--- config.mk ---
export PLATFORM = sky130hd
export DESIGN_NAME = weight_writer
export DESIGN_NICKNAME = d
export VERILOG_FILES = /design/src/rtl/weight_writer.sv
export SDC_FILE = /design/constraint.sdc
export NUM_CORES = 1
export LEC_CHECK = 0
export BUFFER_PORTS_ARGS = -buffer_cell sky130_fd_sc_hd__buf_2
export CORE_MARGIN = 2
export CORE_UTILIZATION = 49
export CTS_BUF_LIST = sky130_fd_sc_hd__clkbuf_2
export CTS_CLUSTER_DIAMETER = 60
export DETAILED_ROUTE_END_ITERATION = 12
export GPL_TIMING_DRIVEN = 1
export PLACE_DENSITY = 0.88
export SETUP_SLACK_MARGIN = 0.2
export SYNTH_ARGS = -nofsm -noshare
export SYNTH_HDL_FRONTEND = slang
export SYNTH_SLANG_ARGS = --single-unit
--- constraint.sdc ---
create_clock -name clk -period 3.9 [get_ports clk]
set_clock_uncertainty 0.1 [all_clocks]
set_input_delay 0.585 -clock clk [delete_from_list [all_inputs] [get_ports clk]]
set_output_delay 0.585 -clock clk [all_outputs]
set_load 0.03 [all_outputs]
--- src/rtl/weight_writer.sv ---
// rtl/weight_writer.sv - sequences host weight words into row-major Ising core matrix writes
// Optional WEIGHT_MIRROR_EN: host sends the upper triangle only; off-diagonal words are mirrored.
module weight_writer #(
    parameter int          N           = 3,
    parameter int          NUM_WEIGHTS = 5,
    parameter logic [31:0] ADDR_BASE   = 32'h0,
    parameter int          HOLD_CYCLES = 4
) (
    input  logic        clk,
    input  logic        axi_rst,
    input  logic        start,
    input  logic        s_valid,
    output logic        s_ready,
    input  logic [31:0] s_data,
    output logic        wready,
    output logic [31:0] wr_addr,
    output logic [31:0] wdata,
    output logic        ising_rstn,
    output logic        busy,
    output logic        done
);

    localparam int              CW    = (N > 1) ? $clog2(N) : 1;
    localparam logic [CW-1:0]   LAST  = CW'(N - 1);
    localparam logic [31:0]     WMASK = (NUM_WEIGHTS >= 32) ? 32'hFFFF_FFFF
                                                            : ((32'd1 << NUM_WEIGHTS) - 32'd1);

    localparam logic [1:0] IDLE   = 2'd0;
    localparam logic [1:0] LOAD   = 2'd1;
    localparam logic [1:0] HOLD   = 2'd3;
`ifdef WEIGHT_MIRROR_EN
    localparam logic [1:0] MIRROR = 2'd2;
`endif

    logic [1:0]    state_q, state_d;
    logic [CW-1:0] row_q, row_d;
    logic [CW-1:0] col_q, col_d;
    logic [7:0]    hold_q, hold_d;
    logic          wready_q, wready_d;
    logic [31:0]   wr_addr_q, wr_addr_d;
    logic [31:0]   wdata_q, wdata_d;
    logic          ising_rstn_q, ising_rstn_d;
    logic          busy_q, busy_d;
    logic          done_q, done_d;
`ifdef WEIGHT_MIRROR_EN
    logic [31:0]   mir_addr_q, mir_addr_d;
`endif

    logic accept;

    function automatic logic [31:0] addr_of(input logic [CW-1:0] r, input logic [CW-1:0] c);
        return ADDR_BASE + (((32'(r) * 32'(N)) + 32'(c)) << 2);
    endfunction

    assign s_ready = (state_q == LOAD);
    assign accept  = s_valid && s_ready;

    always_comb begin
        state_d      = state_q;
        row_d        = row_q;
        col_d        = col_q;
        hold_d       = hold_q;
        wready_d     = 1'b0;
        wr_addr_d    = wr_addr_q;
        wdata_d      = wdata_q;
        ising_rstn_d = ising_rstn_q;
        busy_d       = busy_q;
        done_d       = 1'b0;
`ifdef WEIGHT_MIRROR_EN
        mir_addr_d   = mir_addr_q;
`endif
        case (state_q)
            IDLE: begin
                // A start coinciding with the done pulse is dropped; the host re-issues it.
                if (start && !done_q) begin
                    state_d      = LOAD;
                    row_d        = '0;
                    col_d        = '0;
                    ising_rstn_d = 1'b0;
                    busy_d       = 1'b1;
                end
            end
            LOAD: begin
                if (accept) begin
                    wready_d  = 1'b1;
                    wr_addr_d = addr_of(row_q, col_q);
                    wdata_d   = s_data & WMASK;
                    if (row_q == LAST && col_q == LAST) begin
                        state_d = HOLD;
                        hold_d  = 8'(HOLD_CYCLES);
                        row_d   = '0;
                        col_d   = '0;
                    end else if (col_q == LAST) begin
                        row_d = row_q + CW'(1);
`ifdef WEIGHT_MIRROR_EN
                        col_d = row_q + CW'(1);
`else
                        col_d = '0;
`endif
                    end else begin
                        col_d = col_q + CW'(1);
                    end
`ifdef WEIGHT_MIRROR_EN
                    if (row_q != col_q) begin
                        state_d    = MIRROR;
                        mir_addr_d = addr_of(col_q, row_q);
                    end
`endif
                end
            end
`ifdef WEIGHT_MIRROR_EN
            MIRROR: begin
                wready_d  = 1'b1;
                wr_addr_d = mir_addr_q;
                state_d   = LOAD;
            end
`endif
            HOLD: begin
                if (hold_q <= 8'd1) begin
                    state_d      = IDLE;
                    ising_rstn_d = 1'b1;
                    done_d       = 1'b1;
                    busy_d       = 1'b0;
                end else begin
                    hold_d = hold_q - 8'd1;
                end
            end
            default: state_d = IDLE;
        endcase
    end

    always_ff @(posedge clk or posedge axi_rst) begin
        if (axi_rst) begin
            state_q      <= IDLE;
            row_q        <= '0;
            col_q        <= '0;
            hold_q       <= '0;
            wready_q     <= 1'b0;
            wr_addr_q    <= '0;
            wdata_q      <= '0;
            ising_rstn_q <= 1'b0;
            busy_q       <= 1'b0;
            done_q       <= 1'b0;
`ifdef WEIGHT_MIRROR_EN
            mir_addr_q   <= '0;
`endif
        end else begin
            state_q      <= state_d;
            row_q        <= row_d;
            col_q        <= col_d;
            hold_q       <= hold_d;
            wready_q     <= wready_d;
            wr_addr_q    <= wr_addr_d;
            wdata_q      <= wdata_d;
            ising_rstn_q <= ising_rstn_d;
            busy_q       <= busy_d;
            done_q       <= done_d;
`ifdef WEIGHT_MIRROR_EN
            mir_addr_q   <= mir_addr_d;
`endif
        end
    end

    assign wready     = wready_q;
    assign wr_addr    = wr_addr_q;
    assign wdata      = wdata_q;
    assign ising_rstn = ising_rstn_q;
    assign busy       = busy_q;
    assign done       = done_q;

endmodule

* After elaboration in Yosys (flattened, before gate mapping) *
Cells that the tools add are included.

storage, ports and cells
  memories = 0
  register bits after elaboration = 53
  latch bits = 0
  bits in writable memories = 0
  output and inout port bits = 69
  bits in read-only memories = 0

operators by class
  bitwise gates (word level) = 0
  div/mod/pow operators = 0
  reductions and logical operators = 14
  shift operators = 0
  add/subtract/negate cells = 4
  multiply operators = 1
  mux-type cells = 28
  equality and inequality tests = 10
  $lt $le $gt $ge = 1

operators by type and width
  kind                                                             count
  2-to-1 mux 8 bit                                                 3
  2-to-1 mux 2 bit                                                 11
  case mux 8 bit (2 select lines)                                  1
  AND reduction 4 bit                                              3
  less-or-equal comparator 8 x 1 -> 1 bit (second input constant)  1
  2-to-1 mux 1 bit                                                 8
  case mux 2 bit (2 select lines)                                  2
  subtractor 8 x 1 -> 8 bit (second input constant)                1
  == test 2 bit (second input constant)                            3
  inequality test 2 bit (second input constant)                    3
  case mux 2 bit (3 select lines)                                  1
  AND reduction 3 bit                                              2
  nonzero test 2 bit                                               3
  adder 4 x 2 -> 5 bit                                             1
  adder 2 x 1 -> 2 bit (second input constant)                     2
  multiplier 2 x 2 -> 4 bit (second input constant)                1
  inequality test 2 x 1 -> 1 bit (second input constant)           2
  case mux 1 bit (2 select lines)                                  2
  logical AND 1 bit                                                3
  inequality test 3 x 1 -> 1 bit (second input constant)           1
  == test 2 x 1 -> 1 bit (second input constant)                   1
  zero test 2 bit                                                  1
  AND reduction 2 bit                                              1
  zero test 1 bit                                                  1

* Longest topological paths before layout *
Gate-level depths: netlist of the first run.

  word-level depth = 5
  depth in mapped cells = 6
  gate-level depth less buffers = 5

* Least setup slack after synthesis of the first run *
Ideal clock, no wire load.

  kind = register to register
  start = reg row_q[1]
  end = reg wr_addr_q[4], in the netlist wr_addr[4]
  stages on the path, launching flop included = 5
  data arrival time = 1.754 ns
  required time = 3.675 ns
  slack = 1.921 ns
  buffers on the path = 0
  cells stage by stage = dfrtp_1 fa_1 ha_1 fa_1 mux2_2

on the way
  word-level cells in the longest chain between the ends = 2

ends and longest elaborated chain
  element                    RTL line  RTL
  start: declaration         36        logic [CW-1:0] row_q, row_d;
  start signal: assignment   149       row_q <= row_d;
  multiplier 2 x 2 -> 4 bit  52        return ADDR_BASE + (((32'(r) * 32'(N)) + 32'(c)) << 2);
  adder 4 x 2 -> 5 bit       52
  end signal: assignment     153       wr_addr_q <= wr_addr_d;
  end: declaration           40        logic [31:0] wr_addr_q, wr_addr_d;

No other way between the ends.
A chain may end at the register's enable or synchronous reset.

* Worst setup path in the final report of the first run *
  start = reg state_q[1]
  end = reg row_q[1]

on the way
  word-level cells in the longest chain between the ends = 4
  elaborated cells on any way between the ends = 9
  classes of those cells = eq/ne (4); mux (1); reduce/logical (4)

ends and longest elaborated chain
  element                                   RTL line  RTL
  start: declaration                        35        logic [1:0] state_q, state_d;
  start signal: assignment                  148       state_q <= state_d;
  == test 2 x 1 -> 1 bit                    55, 72
  logical AND 1 bit                         56        assign accept = s_valid && s_ready;
  inequality test 2 x 1 -> 1 bit (no line)  -
  AND reduction 4 bit (no line)             -

Parallel ways exist; a longest one is shown, timed or not.

==> results of run 1 <==
==> worst min-delay path by stage <==
stage,startpoint,end,slack (ps),cells after the start
2_1_floorplan,hold_q[0],hold_q[0],400,1
5_1_grt,s_data[3],wdata[3],300,2
4_1_cts,s_data[1],wdata[1],320,2
6_report,axi_rst,wr_addr[5],300,2
3_5_place_dp,wdata[2],wdata[2],390,1
3_3_place_gp,wdata[0],wdata[0],380,1
==> placed cells by master, fill, tap and decap left out, types with 2 or more instances in the layout <==
cell	n
conb_1	55
dfrtp_1	27
buf_2	22
inv_1	10
mux2_2	9
o21ai_0	8
nor2_1	5
ha_1	5
mux2i_1	4
o2111ai_1	4
a21oi_1	3
nand2_1	3
a21o_1	3
nor3_1	3
o21bai_1	3
clkbuf_2	3
nand3b_1	2
or2_2	2
or3_1	2
nand3_1	2
o221ai_1	2
fa_1	2
==> where the power goes <==
group          internal, W  switching [W]  total, W
Clock            0.0000233      0.0000823  0.000106
Sequential        0.000394       0.000124  0.000518
Combinational     0.000237       0.000398  0.000635
Total             0.000654       0.000605   0.00126
==> flip-flops by register name, indices dropped and copies added (netlist names) <==
signal / count
hold_q: 8
wdata: 5
wr_addr: 4
col_q: 2
row_q: 2
state_q: 2
busy: 1
done: 1
ising_rstn: 1
wready: 1
==> layout make-up <==
cell class | instances | area [µm²] | share of cell area
multi-input cells | 137 | 876 | 0.492
flip-flops and latches | 27 | 676 | 0.380
repair buffers | 22 | 110 | 0.0619
well taps | 48 | 60.1 | 0.0338
inverters | 10 | 37.5 | 0.0211
clock buffers | 3 | 15.0 | 0.00844
clock inverters | 1 | 5.00 | 0.00281
==> critical path, stage by stage, from the launching register on <==
cell	delay, ps
dfrtp_1	550
nand3b_1	730
or3_1	620
o22ai_1	150
==> layer usage <==
metal | vias to the layer above | part of all wire
li1 | 551 | -
met1 | 552 | 0.44
met2 | 47 | 0.48
met3 | 2 | 0.065
met4 | 0 | 0.010
met5 | - | 0
==> kinds of logic (layout without fill, tap and decap cells) <==
logic type      count (synthesis)  count (layout)
flops                          27              27
other cells                     1              55
compound gates                 31              31
buf+inv                        71              36
fa+ha+maj                       7               7
mux                            13              13
simple gates                   31              31
==> per-stage QoR <==
stage               cell area [µm²]  hold slack, ps
floorplan                      2030             401
global placement               1760             383
detailed placement             1760             388
CTS                            1780             324
global route                   1780             298
finish                         1780             296
==> summary.md, run 1 <==
| Metric | Value |
|---|---|
| Outcome | completed |
| Place WS | 1640 ps |
| DP Wirelength | 2000 µm |
| Max cap viols | 0 |
| Worst Setup EP | row_q[1] |
| Overflow after GRT | 0 |
| Reg2reg setup slack | 1700 ps |
| Tcrit/Tclk final | 0.564 |
| Post-route ant nets | 0 |
| Site Rows | 22 |
| Xor/xnor cell area share of the yosys netlist | 0 |
| Most frequent cell after synthesis | buf_4 |
| Share of the synthesized area in the top cell type | 0.371 |
| Most used DFF post-synth | dfrtp_1 |
| Hold buffers post-CTS | 0 |
| FF+latch count, synth | 27 |
| Leak | 0.902 nW |
| PnR worst setup slack | 1700 ps |
| Reg-to-reg endpoint | row_q[1] |
| Port bufs | 22 |
| Least-Margin Pin Slew | 992 ps |
| Cell Area, Synth | 0.00182 mm² |
| Root Driver | clkbuf_2 |
| Final min period | 2200 ps |
| CP Data Arrival Time | 2410 ps |
| Synth unique cells | 43 |
| Req. time, crit path | 4110 ps |
| Leading post-synthesis cells by cell area | dfrtp_1 (37%), buf_4 (23%), mux2_2 (5.6%) |
| Setup TNS | 0 ps |
| Worst VDD drop | 0.364 mV |
| Overall routing resource usage | 0.131 |
| Syn Area/Cell | 10.1 µm² |
| Layout Area Growth over Synthesis | -2.40% |
| Compound-Gate Fraction of Synth Area | 0.126 |
| Adder-cell share of the synthesized area | 0.0563 |
| Post-Synth Simple-Gate Area | 0.108 |
| Synth area leader | dfrtp_1 |
| Number of synthesized flops with an enable pin | 0 |
| Grt met2 use | 0.228 |
| Setup Fix Bufs, Post-CTS | 0 |
| Power per standard cell area | 707 mW/mm² |
| Post-Layout Cell Count | 248 |
| Setup crit end kind | register |
| Clock latency on the worst-skew pair | 360 ps |
| R2R depth | 3 |
| Global placement routability congestion | 0.860 |
| Async SR Flop Fraction | 1.00 |
| DRC errors left | 0 |
| Largest net degree at the start of global routing | 28 |
| Mapped Cells | 181 |
| TritonCTS buffer count | 3 |
| Multiplexer share of the synthesized area | 0.0776 |
| M3 GR Usage | 0.0278 |
| Origin of the worst setup path | state_q[1] |
| Setup violations, final | 0 |
| Antenna cell count | 0 |
| Clk buf depth | 2 |
| Top Usage Layer GRT | met2 |
| Post-Place Cells | 244 |
| Initial antenna violation count | 0 |
| Ys Warns | 0 |
| Startpoint Class | register |
| Synth top cells by count | buf_4 (55), dfrtp_1 (27), inv_1 (10), mux2_2 (9), o21ai_0 (8) |
| First-pass DRT Iterations | 4 |
| Layout cell share with drive strength beyond 1 | 0.210 |
| Starting DRT DRC Count | 22 |
| Relative slew slack | 0.338 |
| IO Pins | 105 |
| Largest family of logic cells by synthesized area | buffers and inverters |
| Layout fillers | 356 |
| F_max | 454 MHz |
| Layout net count | 244 |
| First-pass GRT wire length | 4380 µm |
| Clock transition at path regs | 250 ps |
| Number of global-route vias before repair | 1019 |
| Hold violation count in the final report | 0 |
| Initial Utilization | 0.506 |
| Cts repair resizes | 0 |
| Die height | 65.0 µm |
| Hold Path Class | in2async |
| Depth of the CTS H-tree | 1 |
| Routed Wire Length | 2670 µm |
| Die area | 0.00422 mm² |
| Die width | 65.0 µm |
| M1 GR Usage | 0.166 |
| Sink Count | 27 |
| Wire length per cell | 10.8 µm |
| Post-DR vias/cell | 4.65 |
| Core Util, Final | 0.493 |
| Via count | 1152 |
| RR Startpoint | state_q[1] |
| CTS tree | done |
| WS Path Type | reg2reg |
| Core area | 0.00361 mm² |
| CP Max Fanout | 22 |
| RSZ-0062 raised after global routing | false |
| Register area share after synthesis | 0.371 |
| Final Max Slew Viols | 0 |
| Total power | 0.00126 W |
Note: power is estimated with default switching activity, not from simulation.
==> run 2, diff against run 1 <==
--- a/config.mk
+++ b/config.mk
@@ -7,12 +7,12 @@
 export LEC_CHECK = 0
 export BUFFER_PORTS_ARGS = -buffer_cell sky130_fd_sc_hd__buf_2
 export CORE_MARGIN = 2
-export CORE_UTILIZATION = 49
+export CORE_UTILIZATION = 45
 export CTS_BUF_LIST = sky130_fd_sc_hd__clkbuf_2
 export CTS_CLUSTER_DIAMETER = 60
 export DETAILED_ROUTE_END_ITERATION = 12
 export GPL_TIMING_DRIVEN = 1
-export PLACE_DENSITY = 0.88
+export PLACE_DENSITY = 0.82
 export SETUP_SLACK_MARGIN = 0.2
 export SYNTH_ARGS = -nofsm -noshare
 export SYNTH_HDL_FRONTEND = slang
==> constraint.sdc (replaced) <==
create_clock -name clk -period 2.1 [get_ports clk]
set_clock_uncertainty 0.1 [all_clocks]
set_input_delay 0.315 -clock clk [delete_from_list [all_inputs] [get_ports clk]]
set_output_delay 0.315 -clock clk [all_outputs]
set_load 0.03 [all_outputs]
==> run 2 against run 1 <==
Compared with the run above: first-iteration DRC count grew 130%; flip-flop and latch count is the same; clock power grew 87%; maximum frequency grew 9.1%; non-clock buffer count grew 8; combinational power grew 110%; clock-buffer cell count is the same; total power grew 93%; critical path depth grew 1; hold slack lost 230 ps; critical path type unchanged; largest power group unchanged.
==> summary.md, run 2 (synthesis results as in run 1) <==
| Metric | Value |
|---|---|
| Outcome | completed |
| DRC errors left | 0 (unchanged) |
| Req. time, crit path | 2290 ps (-1820 ps) |
| CP Data Arrival Time | 2210 ps (-200 ps) |
| Layout fillers | 392 (+10%) |
| Hold violation count in the final report | 0 (unchanged) |
| DP Wirelength | 2120 µm (+6.0%) |
| F_max | 496 MHz (+9.1%) |
| RR Startpoint | row_q[0] |
| WS Path Type | reg2reg |
| Worst VDD drop | 0.359 mV (-1.3%) |
| Final Max Slew Viols | 0 (unchanged) |
| CP Max Fanout | 2 (-91%) |
| Critical Path Stages | 4 (+1) |
| Sink Count | 27 (unchanged) |
| Hold path depth | 2 |
| Site Rows | 23 (+4.5%) |
| Tcrit/Tclk final | 0.960 (+0.396) |
| Die width | 67.7 µm (+4.1%) |
| Origin of the worst setup path | row_q[0] |
| Number of global-route vias before repair | 1018 (-0.098%) |
| First-pass GRT wire length | 4660 µm (+6.3%) |
| CTS tree | done |
| CP Buf/Inv Count | 0 (unchanged) |
| Wire length per cell | 11.2 µm (+4.0%) |
| Largest net degree at the start of global routing | 28 (unchanged) |
| First-pass DRT Iterations | 4 (unchanged) |
| Hold Path Class | in2reg |
| Clock latency on the worst-skew pair | 360 ps (about the same) |
| Crit-path leading delay family | adder cells |
| Global placement routability congestion | 0.831 (-3.5%) |
| Setup violations, final | 0 (unchanged) |
| Setup TNS | 0 ps (unchanged) |
| RSZ-0062 raised after global routing | true |
| Critical Path Max Stage Delay | 550 ps (-180 ps) |
| Total power | 0.00243 W (+93%) |
| Core area | 0.00394 mm² (+9.3%) |
| Leak | 0.939 nW (+4.0%) |
| TritonCTS buffer count | 3 (unchanged) |
| Commonest non-fill, non-tap cell in the layout | conb_1 |
| Cts repair resizes | 0 (unchanged) |
| Worst Setup EP | wr_addr[4] |
| Starting DRT DRC Count | 51 (+130%) |
| Port bufs | 22 (unchanged) |
| Max cap viols | 0 (unchanged) |
| Depth of the CTS H-tree | 1 (unchanged) |
| Setup crit end kind | register |
| Hold_sp | s_data[3] |
| Worst path most repeated cell | fa_1 |
| Overflow after GRT | 0 (unchanged) |
| Startpoint Class | register |
| Max FFs per register | 8 (unchanged) |
| Overall routing resource usage | 0.135 (+0.00409) |
| Final min period | 2020 ps (-184 ps) |
| Clk buf depth | 2 (unchanged) |
| IO Pins | 105 (unchanged) |
| Post-route ant nets | 0 (unchanged) |
| Antenna cell count | 0 (unchanged) |
| Layout Area Growth over Synthesis | 1.30% |
| Reg2reg setup slack | 80 ps (-1620 ps) |
| Initial Utilization | 0.462 (-0.0432) |
| Initial antenna violation count | 0 (unchanged) |
| R2R depth | 4 (+1) |
| Crit-path cells | fa_1 > ha_2 > fa_1 > mux2_2 |
| Clock transition at path regs | 260 ps (about the same) |
| Reg with most FFs | hold_q |
| Die height | 67.7 µm (+4.1%) |
| Power per standard cell area | 1320 mW/mm² (+86%) |
| Routed Wire Length | 2890 µm (+8.2%) |
| Layout net count | 252 (+3.3%) |
| Slowest stage cell, crit path | fa_1 |
| Post-DR vias/cell | 4.60 (-1.0%) |
| Commonest cells after routing, fill and taps aside | conb_1 (55), dfrtp_1 (27), buf_2 (22), inv_1 (10), mux2_2 (9) |
| Die area | 0.00458 mm² (+8.3%) |
| Reg-to-reg endpoint | wr_addr[4] |
| Root Driver | clkbuf_2 |
| Layout cell share with drive strength beyond 1 | 0.240 (+0.0304) |
| Via count | 1186 (+3.0%) |
==> run 2: repair_timing <==
| action | in CTS | in global routing |
|---|---|---|
| buffers inserted | 1 | 0 |
| hold buffers | 1 | 0 |
| cloned | 0 | 0 |
| setup endpoints to repair | 2 | 4 |
| hold endpoints to repair | 27 | 0 |
==> run 2: worst min-delay path by stage <==
stage / end
after floorplan: busy
after global placement: wdata[2]
after detailed placement: wr_addr[3]
after CTS: wdata[3]
after global routing: wdata[3]
final: wdata[3]
==> run 2: layer usage <==
metal  wire length [µm]  up-vias  share of wire  global-route usage
met5                  0        -              0                   0
met4                 56        0          0.019              0.0561
met3                204        8          0.070              0.0250
met2               1370       53           0.47               0.234
met1               1260      555           0.44               0.163
li1                   -      570              -                   -
==> run 2: worst register-to-register path: stages (launching register included) <==
cell     delay [ps]
dfrtp_1         460
fa_1            550
ha_2            180
fa_1            400
mux2_2          260
==> run 2: per-stage QoR <==
stage	area [µm²]	utilization	std cells	setup slack, ps	hold slack (ps)
2_1_floorplan	2030	-	235	135	268
3_3_place_gp	1810	0.459	252	104	295
3_5_place_dp	1810	0.459	252	86.7	298
4_1_cts	1850	0.468	258	75.9	44.0
5_1_grt	1850	0.468	258	27.0	33.1
6_report	1850	0.468	258	83.2	69.8
==> run 2: power breakdown <==
group	total [W]	switching [W]	internal, W
clock network	0.000198	0.000155	0.0000432
registers	0.000919	0.000187	0.000732
logic	0.00132	0.000812	0.000505
==> run 2: layout make-up <==
| cell class | count | area [µm²] | share of cell area |
|---|---|---|---|
| clock buffers | 3 | 15.0 | 0.00813 |
| multi-input cells | 137 | 878 | 0.476 |
| inverters | 10 | 37.5 | 0.0203 |
| well taps | 50 | 62.6 | 0.0339 |
| flip-flops and latches | 27 | 676 | 0.366 |
| repair buffers | 30 | 173 | 0.0935 |
| clock inverters | 1 | 5.00 | 0.00271 |
==> run 3, diff against run 2 <==
--- a/config.mk
+++ b/config.mk
@@ -6,13 +6,14 @@
 export NUM_CORES = 1
 export LEC_CHECK = 0
 export BUFFER_PORTS_ARGS = -buffer_cell sky130_fd_sc_hd__buf_2
-export CORE_MARGIN = 2
+export CORE_MARGIN = 10
 export CORE_UTILIZATION = 45
 export CTS_BUF_LIST = sky130_fd_sc_hd__clkbuf_2
 export CTS_CLUSTER_DIAMETER = 60
 export DETAILED_ROUTE_END_ITERATION = 12
 export GPL_TIMING_DRIVEN = 1
 export PLACE_DENSITY = 0.82
+export REMOVE_ABC_BUFFERS = 1
 export SETUP_SLACK_MARGIN = 0.2
 export SYNTH_ARGS = -nofsm -noshare
 export SYNTH_HDL_FRONTEND = slang
==> run 3 against run 2 <==
Compared with the run above: register-to-register slack worse by 30 ps; critical path depth unchanged; first-iteration DRC count down 2.0%; worst setup slack got worse by 26 ps; clock power about the same; maximum frequency down 1.3%; sequential power rose by 0.7%; largest power group unchanged; highest routed layer unchanged.
==> summary.md, run 3 (synthesis results as in run 1) <==
| Metric | Value |
|---|---|
| Outcome | completed |
| Power per standard cell area | 1330 mW/mm² (+0.51%) |
| Worst Setup EP | wr_addr[4] |
| WS Path Type | reg2reg |
| Starting DRT DRC Count | 50 (-2.0%) |
| Layout net count | 253 (+0.40%) |
| Final hold slack | 72.8 ps (+2.96 ps) |
| Post-route ant nets | 0 (unchanged) |
| Antenna cell count | 0 (unchanged) |
| First-pass DRT Iterations | 4 (unchanged) |
| Via count | 1209 (+1.9%) |
| Clock transition at path regs | 250 ps (about the same) |
| Final Max Slew Viols | 0 (unchanged) |
| Layout cell share with drive strength beyond 1 | 0.249 (+0.00842) |
| CTS tree | done |
| DP Wirelength | 2870 µm (+35%) |
| Post-DR vias/cell | 4.67 (+1.5%) |
| Routed Wire Length | 3580 µm (+24%) |
| CP Data Arrival Time | 2230 ps (+20 ps) |
| Worst VDD drop | 0.634 mV (+77%) |
| Max FFs per register | 8 (unchanged) |
| F_max | 490 MHz (-1.3%) |
| R2R depth | 4 (unchanged) |
| IO Pins | 105 (unchanged) |
| Hold Path Class | in2reg |
| Number of global-route vias before repair | 1241 (+22%) |
| Setup TNS | 0 ps (unchanged) |
| Setup crit end kind | register |
| Largest net degree at the start of global routing | 22 (-21%) |
| Hold violation count in the final report | 0 (unchanged) |
| RR Startpoint | col_q[1] |
| Reg-to-reg endpoint | wr_addr[4] |
| Initial antenna violation count | 0 (unchanged) |
| Clk buf depth | 2 (unchanged) |
| Commonest non-fill, non-tap cell in the layout | conb_1 |
| Die area | 0.00700 mm² (+53%) |
| Overflow after GRT | 0 (unchanged) |
| Wire length per cell | 13.8 µm (+23%) |
| Final min period | 2040 ps (+25.8 ps) |
| TritonCTS buffer count | 3 (unchanged) |
| Die width | 83.7 µm (+24%) |
| Setup violations, final | 0 (unchanged) |
| Global placement routability congestion | 0.820 (-1.3%) |
| Startpoint Class | register |
| Sink Count | 27 (unchanged) |
| CP Max Fanout | 2 (unchanged) |
| RSZ-0062 raised after global routing | true |
| Req. time, crit path | 2280 ps (about the same) |
| Leak | 0.941 nW (+0.26%) |
| Reg with most FFs | hold_q |
| Origin of the worst setup path | col_q[1] |
| Site Rows | 23 (unchanged) |
| Tcrit/Tclk final | 0.973 (+0.0123) |
| Overall routing resource usage | 0.0959 (-0.0392) |
| Depth of the CTS H-tree | 1 (unchanged) |
| Port bufs | 22 (unchanged) |
| Die height | 83.7 µm (+24%) |
| Layout Area Growth over Synthesis | 1.85% |
| Hold path depth | 2 (unchanged) |
| Clock latency on the worst-skew pair | 350 ps (about the same) |
| Max cap viols | 0 (unchanged) |
| Commonest cells after routing, fill and taps aside | conb_1 (55), dfrtp_1 (27), buf_2 (22), inv_1 (10), mux2_2 (9) |
| First-pass GRT wire length | 5770 µm (+24%) |
| Initial Utilization | 0.459 (-0.00335) |
| DRC errors left | 0 (unchanged) |
| Root Driver | clkbuf_2 |
| Core area | 0.00397 mm² (+0.73%) |
| Reg2reg setup slack | 60 ps (-30 ps) |
[run 3: changes by cell type in the layout (fill, tap and decap cells not counted), sizes merged]
cell  previous run  this run
buf             29        30
[run 3: power by group]
| group | internal [W] | switching (W) | total [W] |
|---|---|---|---|
| sequential | 0.000732 | 0.000193 | 0.000925 |
| combinational | 0.000509 | 0.000831 | 0.00134 |
| clock | 0.0000432 | 0.000152 | 0.000195 |
| total | 0.00128 | 0.00118 | 0.00246 |
[run 3: stage by stage]
stage	cells	power [W]	util	instance area [µm²]	worst slack, ps
after floorplan	174	0.00188	-	1590	120
after global placement	253	0.00218	0.457	1810	80.6
after detailed placement	253	0.00225	0.457	1810	20.6
after CTS	259	0.00247	0.467	1850	39.6
after global routing	259	0.00265	0.468	1860	18.0
final	259	0.00246	0.468	1860	57.4
[run 3: repair_timing]
action | in CTS | in global routing
setup buffers | 1 | 0
gates cloned | 0 | 0
pin swaps | 0 | 1
hold buffers | 1 | 0
gates resized for setup | 1 | 1
setup endpoints to repair | 2 | 5
hold endpoints to repair | 6 | 0
[run 3: how the worst min path moves through the flow]
stage,startpoint,endpoint,slack [ps]
3_3_place_gp,axi_rst,wdata[1],140
4_1_cts,s_data[0],wdata[0],60
3_5_place_dp,axi_rst,wdata[1],140
2_1_floorplan,axi_rst,busy,270
6_report,s_data[2],wdata[2],70
5_1_grt,s_data[1],wdata[1],20
[run 3: worst max-delay path, stage by stage, from the launching register on]
cell and delay [ps]:
dfrtp_1 460, fa_1 560, ha_2 180, fa_1 410
mux2_2 270
[run 3: per-layer routing]
| metal | wire length, µm | global-route usage | up-vias |
|---|---|---|---|
| met5 | 0 | 0 | - |
| met4 | 36 | 0.0335 | 0 |
| met3 | 310 | 0.0381 | 2 |
| met2 | 1810 | 0.157 | 56 |
| met1 | 1420 | 0.110 | 581 |
| li1 | - | - | 570 |
[run 3: final cells by class]
cell class                      instances  area [µm²]
Clock buffer                            3        15.0
Timing Repair Buffer                   31         180
Sequential cell                        27         676
Fill cell                             384        2110
Multi-Input combinational cell        137         881
Clock inverter                          1        5.00
Inverter                               10        37.5
Tap cell                               50        62.6
